[src/rtl/main_mem_arbiter.sv]
// Two-port arbiter sharing one main-memory port between the cache controller (port 0)
// and the page-table walker (port 1); one transaction at a time, guarded by a watchdog.
module main_mem_arbiter #(
    parameter int ADDR_W      = 32,
    parameter int WORD_W      = 32,
    parameter int BLOCK_W     = 512,
    parameter int FIXED_PRIO  = 0,
    parameter int TIMEOUT_CYC = 64
) (
    input  logic               clk,
    input  logic               rst_n,
    input  logic [ADDR_W-1:0]  p0_addr,
    input  logic [WORD_W-1:0]  p0_wdata,
    input  logic               p0_rd_req,
    input  logic               p0_wr_req,
    output logic [BLOCK_W-1:0] p0_rdata,
    output logic               p0_ready,
    output logic               p0_err,
    input  logic [ADDR_W-1:0]  p1_addr,
    input  logic [WORD_W-1:0]  p1_wdata,
    input  logic               p1_rd_req,
    input  logic               p1_wr_req,
    output logic [BLOCK_W-1:0] p1_rdata,
    output logic               p1_ready,
    output logic               p1_err,
    output logic [ADDR_W-1:0]  main_mem_addr,
    output logic [WORD_W-1:0]  main_mem_data_out,
    output logic               main_mem_read_req,
    output logic               main_mem_write_req,
    input  logic [BLOCK_W-1:0] main_mem_data_in,
    input  logic               main_mem_ready,
    output logic               arb_busy,
    output logic               arb_grant
);

    localparam int WD_W = (TIMEOUT_CYC > 0) ? $clog2(TIMEOUT_CYC + 1) : 1;
    localparam logic [WD_W-1:0] WD_LAST = WD_W'((TIMEOUT_CYC > 0) ? TIMEOUT_CYC - 1 : 0);

    typedef enum logic [1:0] {
        S_IDLE,
        S_ISSUE,
        S_WAIT,
        S_RESP
    } state_t;

    state_t             state, state_nxt;
    logic               op_wr, op_wr_nxt;
    logic               rr, rr_nxt;
    logic [WD_W-1:0]    wd, wd_nxt;
    logic               grant_nxt;
    logic               busy_nxt;
    logic               rd_strobe_nxt, wr_strobe_nxt;
    logic [ADDR_W-1:0]  addr_nxt;
    logic [WORD_W-1:0]  data_nxt;
    logic [BLOCK_W-1:0] p0_rdata_nxt, p1_rdata_nxt;
    logic               p0_ready_nxt, p1_ready_nxt;
    logic               p0_err_nxt, p1_err_nxt;
    logic               req0, req1, winner;
    logic [BLOCK_W-1:0] block;

    assign req0 = p0_rd_req | p0_wr_req;
    assign req1 = p1_rd_req | p1_wr_req;

    always_ff @(posedge clk or negedge rst_n) begin
        if (!rst_n) begin
            state              <= S_IDLE;
            op_wr              <= 1'b0;
            rr                 <= 1'b0;
            wd                 <= '0;
            arb_grant          <= 1'b0;
            arb_busy           <= 1'b0;
            main_mem_read_req  <= 1'b0;
            main_mem_write_req <= 1'b0;
            main_mem_addr      <= '0;
            main_mem_data_out  <= '0;
            p0_rdata           <= '0;
            p1_rdata           <= '0;
            p0_ready           <= 1'b0;
            p1_ready           <= 1'b0;
            p0_err             <= 1'b0;
            p1_err             <= 1'b0;
        end else begin
            state              <= state_nxt;
            op_wr              <= op_wr_nxt;
            rr                 <= rr_nxt;
            wd                 <= wd_nxt;
            arb_grant          <= grant_nxt;
            arb_busy           <= busy_nxt;
            main_mem_read_req  <= rd_strobe_nxt;
            main_mem_write_req <= wr_strobe_nxt;
            main_mem_addr      <= addr_nxt;
            main_mem_data_out  <= data_nxt;
            p0_rdata           <= p0_rdata_nxt;
            p1_rdata           <= p1_rdata_nxt;
            p0_ready           <= p0_ready_nxt;
            p1_ready           <= p1_ready_nxt;
            p0_err             <= p0_err_nxt;
            p1_err             <= p1_err_nxt;
        end
    end

    // Every output is computed one cycle ahead so that it is registered in the state it belongs to.
    always_comb begin
        state_nxt     = state;
        op_wr_nxt     = op_wr;
        rr_nxt        = rr;
        wd_nxt        = wd;
        grant_nxt     = arb_grant;
        rd_strobe_nxt = 1'b0;
        wr_strobe_nxt = 1'b0;
        addr_nxt      = main_mem_addr;
        data_nxt      = main_mem_data_out;
        p0_rdata_nxt  = p0_rdata;
        p1_rdata_nxt  = p1_rdata;
        p0_ready_nxt  = 1'b0;
        p1_ready_nxt  = 1'b0;
        p0_err_nxt    = 1'b0;
        p1_err_nxt    = 1'b0;
        winner        = 1'b0;
        block         = '0;

        case (state)
            S_IDLE: begin
                if (req0 && req1) begin
                    winner = (FIXED_PRIO != 0) ? 1'b0 : rr;
                end else begin
                    winner = req1;
                end
                if (req0 || req1) begin
                    grant_nxt = winner;
                    if (winner) begin
                        op_wr_nxt = p1_wr_req;
                        addr_nxt  = p1_addr;
                        data_nxt  = p1_wdata;
                    end else begin
                        op_wr_nxt = p0_wr_req;
                        addr_nxt  = p0_addr;
                        data_nxt  = p0_wdata;
                    end
                    wr_strobe_nxt = op_wr_nxt;
                    rd_strobe_nxt = !op_wr_nxt;
                    state_nxt     = S_ISSUE;
                end
            end
            S_ISSUE: begin
                wd_nxt    = '0;
                state_nxt = S_WAIT;
            end
            S_WAIT: begin
                if (main_mem_ready) begin
                    block = op_wr ? '0 : main_mem_data_in;
                    if (arb_grant) begin
                        p1_rdata_nxt = block;
                        p1_ready_nxt = 1'b1;
                    end else begin
                        p0_rdata_nxt = block;
                        p0_ready_nxt = 1'b1;
                    end
                    state_nxt = S_RESP;
                end else if (TIMEOUT_CYC != 0 && wd == WD_LAST) begin
                    if (arb_grant) begin
                        p1_rdata_nxt = '0;
                        p1_ready_nxt = 1'b1;
                        p1_err_nxt   = 1'b1;
                    end else begin
                        p0_rdata_nxt = '0;
                        p0_ready_nxt = 1'b1;
                        p0_err_nxt   = 1'b1;
                    end
                    state_nxt = S_RESP;
                end else begin
                    wd_nxt = wd + 1'b1;
                end
            end
            S_RESP: begin
                rr_nxt    = ~arb_grant;
                state_nxt = S_IDLE;
            end
            default: state_nxt = S_IDLE;
        endcase

        busy_nxt = (state_nxt != S_IDLE);
    end

endmodule

[config.mk]
export PLATFORM = sky130hd
export DESIGN_NAME = main_mem_arbiter
export DESIGN_NICKNAME = d
export VERILOG_FILES = /design/src/rtl/main_mem_arbiter.sv
export SDC_FILE = /design/constraint.sdc
export NUM_CORES = 2
export LEC_CHECK = 0
export CELL_PAD_IN_SITES_DETAIL_PLACEMENT = 0
export CELL_PAD_IN_SITES_GLOBAL_PLACEMENT = 1
export CORE_AREA = 5 5 675 677
export DETAILED_ROUTE_END_ITERATION = 10
export DIE_AREA = 0 0 680 682
export GPL_TIMING_DRIVEN = 0
export MAX_ROUTING_LAYER = met4
export PLACE_DENSITY_LB_ADDON = 0.1
export SLEW_MARGIN = 20
export SYNTH_ARGS = -nofsm -noshare
export SYNTH_HDL_FRONTEND = slang
export SYNTH_SLANG_ARGS = --single-unit
[constraint.sdc]
create_clock -name clk -period 5.8 [get_ports clk]
set_input_delay 1.45 -clock clk [delete_from_list [all_inputs] [get_ports clk]]
set_output_delay 1.45 -clock clk [all_outputs]
set_load 0.03 [all_outputs]
==> qor.yml <==
critical_path:
  crit_arrival_ps: 4600
  path_delay_family: "buffers and inverters"
  worst-path-buf-inv: 4
  critical_path.slowest_cell: "clkbuf_1"
  r2r-start: "state[0]"
  rrSetupSlack_ps: 2420
  path_cells: "clkdlybuf4s50_1 > nand3b_1 > nor2_4 > buf_16 > buf_2 > clkbuf_1 > a22o_1"
  start_kind: "input pin"
  cp-end-kind: "flop"
  r2r-end: "p0_rdata[33]"
  reg2reg_depth: 9
  path_class: "in2reg"
  slowest_delay_ps: 810
  required_ps: 6560
  worst-path-max-fanout: 10
floorplan:
  core_sq_mm: 0.448
  initial_core_util: 0.0897
  die_w_um: 680
  die_area_sq_mm: 0.464
  die-height_um: 682
  io-pin-count: 1743
  rows: 246
grt:
  grt_use_total: 0.150
  grt_overflow: 0
  grt_pass1_wl_um: 443000
  first_global_vias: 35900
  antenna_found_initial: 160
  grt_max_degree: 117
sta:
  drv_slew: 0
  maxSlewHeadroom: 0.280
  fin_worst_skew_ps: 48.0
  rsz0062_at_grt: "false"
  setup_ws_ps: 1960
  fin_tns_setup_ps: 0
  layout_min_cycle_time_ps: 3840
  finalHoldViolCount: 0
  finalCritPeriodShare: 0.663
  tightest_slew_ps: 1080
  max_clock_freq_mhz: 260
  setup_violations: 0
synth:
  synth_edf_count: 0
  synthSimpleGateAreaFrac: 0.0102
  avgSynthCellArea_sq_um: 15.2
  synth_area_leaders: "dfrtp_1, a22o_1, buf_6, mux2i_1, buf_2"
  synth_cell_types: 37
  synth_most_common_cell: "dfrtp_1"
  async_reset_ff_frac: 1.00
  synth_compound_gate_area_share: 0.236
  syn-instance-count: 2641
  synth.area.mux_share: 0.0162
  ys_seq_area_frac: 0.689
  yosys_warnings: 0
  synth_nets: 3293
  yosys.area.top_type: "dfrtp_1"
  ys.flop_type: "dfrtp_1"
  yosys.area_share.adder: 0.00156
  synth_top_family_by_area: "compound AO/OA/AOI/OAI gates"
  ys_seq_elements: 1107
  synth_top_area_share: 0.689
  synth_common_cells: "dfrtp_1, a22o_1, buf_2"
  synth_xor_area_frac: 0
  syn_area_sq_mm: 0.0402
finish:
  multi_input_comb_area_sq_mm: 0.0106
  fin_nets: 5218
  syn_to_final_growth_pct: 77.3
  regArea_sq_mm: 0.0277
  n_fill_cell: 49600
  drive_gt1_frac: 0.109
min_path:
  min_path_type: "reg2reg"
  hp-start: "main_mem_addr[19]"
  min_path_cells: 2
  min_to: "main_mem_addr[19]"
clocking:
  worstSkewPairLatency_ps: 850
  cts_buffer_depth: 4
  cts_tree: "done"
  cts_buffers: 168
  clk_pin_slew_ps: 60
  holdBufCountCts: 0
  cts_resized: 0
  cts-root-buf: "clkbuf_16"
  post-cts-setup-buffers: 0
  clock_sinks: 1107
  htree_levels: 4
routing:
  drcViolationCount: 0
  vias_per_cell: 3.20
  wl_um: 354000
  dr.pass1.iters: 5
  antenna_left: 0
  drt_iter0_drc: 1969
  via_count: 34200
  avgRoutedWirePerCell_um: 33.0
placement:
  place_hpwl_um: 293000
  gp_congestion: 0.912
  io_buffers: 1742
  dp_slack_ps: 835
status:
  outcome: "complete, no violations"
flow_run:
  maxCapViolations: 0
pwr:
  cellLeakagePower_nw: 29.3
  ir_drop_v: 0.000212
  pwr_density_cell_mw_per_mm2: 656
worst max path at each step:
stage / start / to / depth (start not counted) / slack [ps]
2_1_floorplan: p1_rd_req / arb_busy / 5 / 3050
3_3_place_gp: rst_n / p0_rdata[207] / 1 / -58870
3_5_place_dp: main_mem_ready / p0_rdata[41] / 7 / 830
4_1_cts: p1_rdata[237] / p1_rdata[237] / 1 / 1750
5_1_grt: main_mem_ready / p0_rdata[37] / 7 / 1820
6_report: main_mem_ready / p0_rdata[33] / 7 / 1960
worst min-delay path, cell delays in order (launching register included):
cell and delay [ps]:
dfrtp_1 340, nand2_1 50, o21ai_0 60
through the flow:
stage	power [mW]	area, sq um	hold slack, ps	instances	utilization
after CTS	48.1	71100	425	10600	0.159
after floorplan	23.4	40200	441	2641	-
after global routing	48.9	71200	455	10700	0.159
after global placement	36.8	65100	468	10300	0.145
after detailed placement	36.6	65500	472	10300	0.146
final	46.7	71300	483	10700	0.159
per-layer routing:
metal / vias up / routed length, um / global-route usage / share of wire
li1: 14300 / - / - / -
met1: 18100 / 132000 / 0.160 / 0.37
met2: 1416 / 188000 / 0.275 / 0.53
met3: 409 / 26700 / 0.0474 / 0.075
met4: 0 / 7150 / 0.0241 / 0.020
met5: - / 0 / - / 0
sequential cells by signal, summed over array words and instances (netlist names), 2 cells and up:
register,count
p1_rdata,512
main_mem_data_out,32
main_mem_addr,32
state,2
p0_rdata,512
wd,7
kinds of logic (layout without fill, tap and decap cells):
kind of cell               after synthesis  in the layout
muxes                                   65             65
buffers and inverters                  256           2310
other                                    0             61
adders and majority gates                5              5
DFF                                   1107           1107
AOI/OAI and AO/OA                     1112           1112
and+or+nand+nor                         96             96
power breakdown:
group | total, mW | internal, mW | switching [mW]
Sequential | 13.2 | 10.9 | 2.26
Clock | 10.9 | 6.51 | 4.35
Combinational | 22.7 | 8.62 | 14.1
cell type report:
class | count | share of cell area
sequential | 1107 | 0.389
timing repair buffer | 1755 | 0.250
multi-input combinational | 1278 | 0.149
tap | 5952 | 0.104
clock buffer | 244 | 0.0697
buffer | 249 | 0.0262
clock inverter | 55 | 0.00978
antenna | 61 | 0.00214
inverter | 7 | 0.000369
layout by cell type, fill, tap and decap left out, types with 2 or more instances in the layout:
| master | count |
|---|---|
| clkbuf_16 | 172 |
| buf_16 | 14 |
| clkinvlp_4 | 4 |
| inv_1 | 7 |
| nand3_1 | 4 |
| clkdlybuf4s50_1 | 1738 |
| a31oi_1 | 6 |
| nor2_4 | 2 |
| a22o_1 | 1024 |
| clkbuf_8 | 39 |
| nor4b_1 | 2 |
| clkbuf_2 | 4 |
| inv_16 | 2 |
| ha_1 | 5 |
| inv_6 | 3 |
| nor2_1 | 6 |
| a21oi_1 | 4 |
| nand2_1 | 73 |
| diode_2 | 61 |
| buf_4 | 3 |
| clkinv_2 | 27 |
| bufinv_16 | 13 |
| clkinv_8 | 3 |
| buf_2 | 111 |
| o21ai_0 | 64 |
| dfrtp_1 | 1107 |
| buf_6 | 104 |
| clkinv_4 | 3 |
| mux2i_1 | 64 |
| clkbuf_1 | 62 |
| o21ai_1 | 5 |
Note: power is estimated with default switching activity, not from simulation.
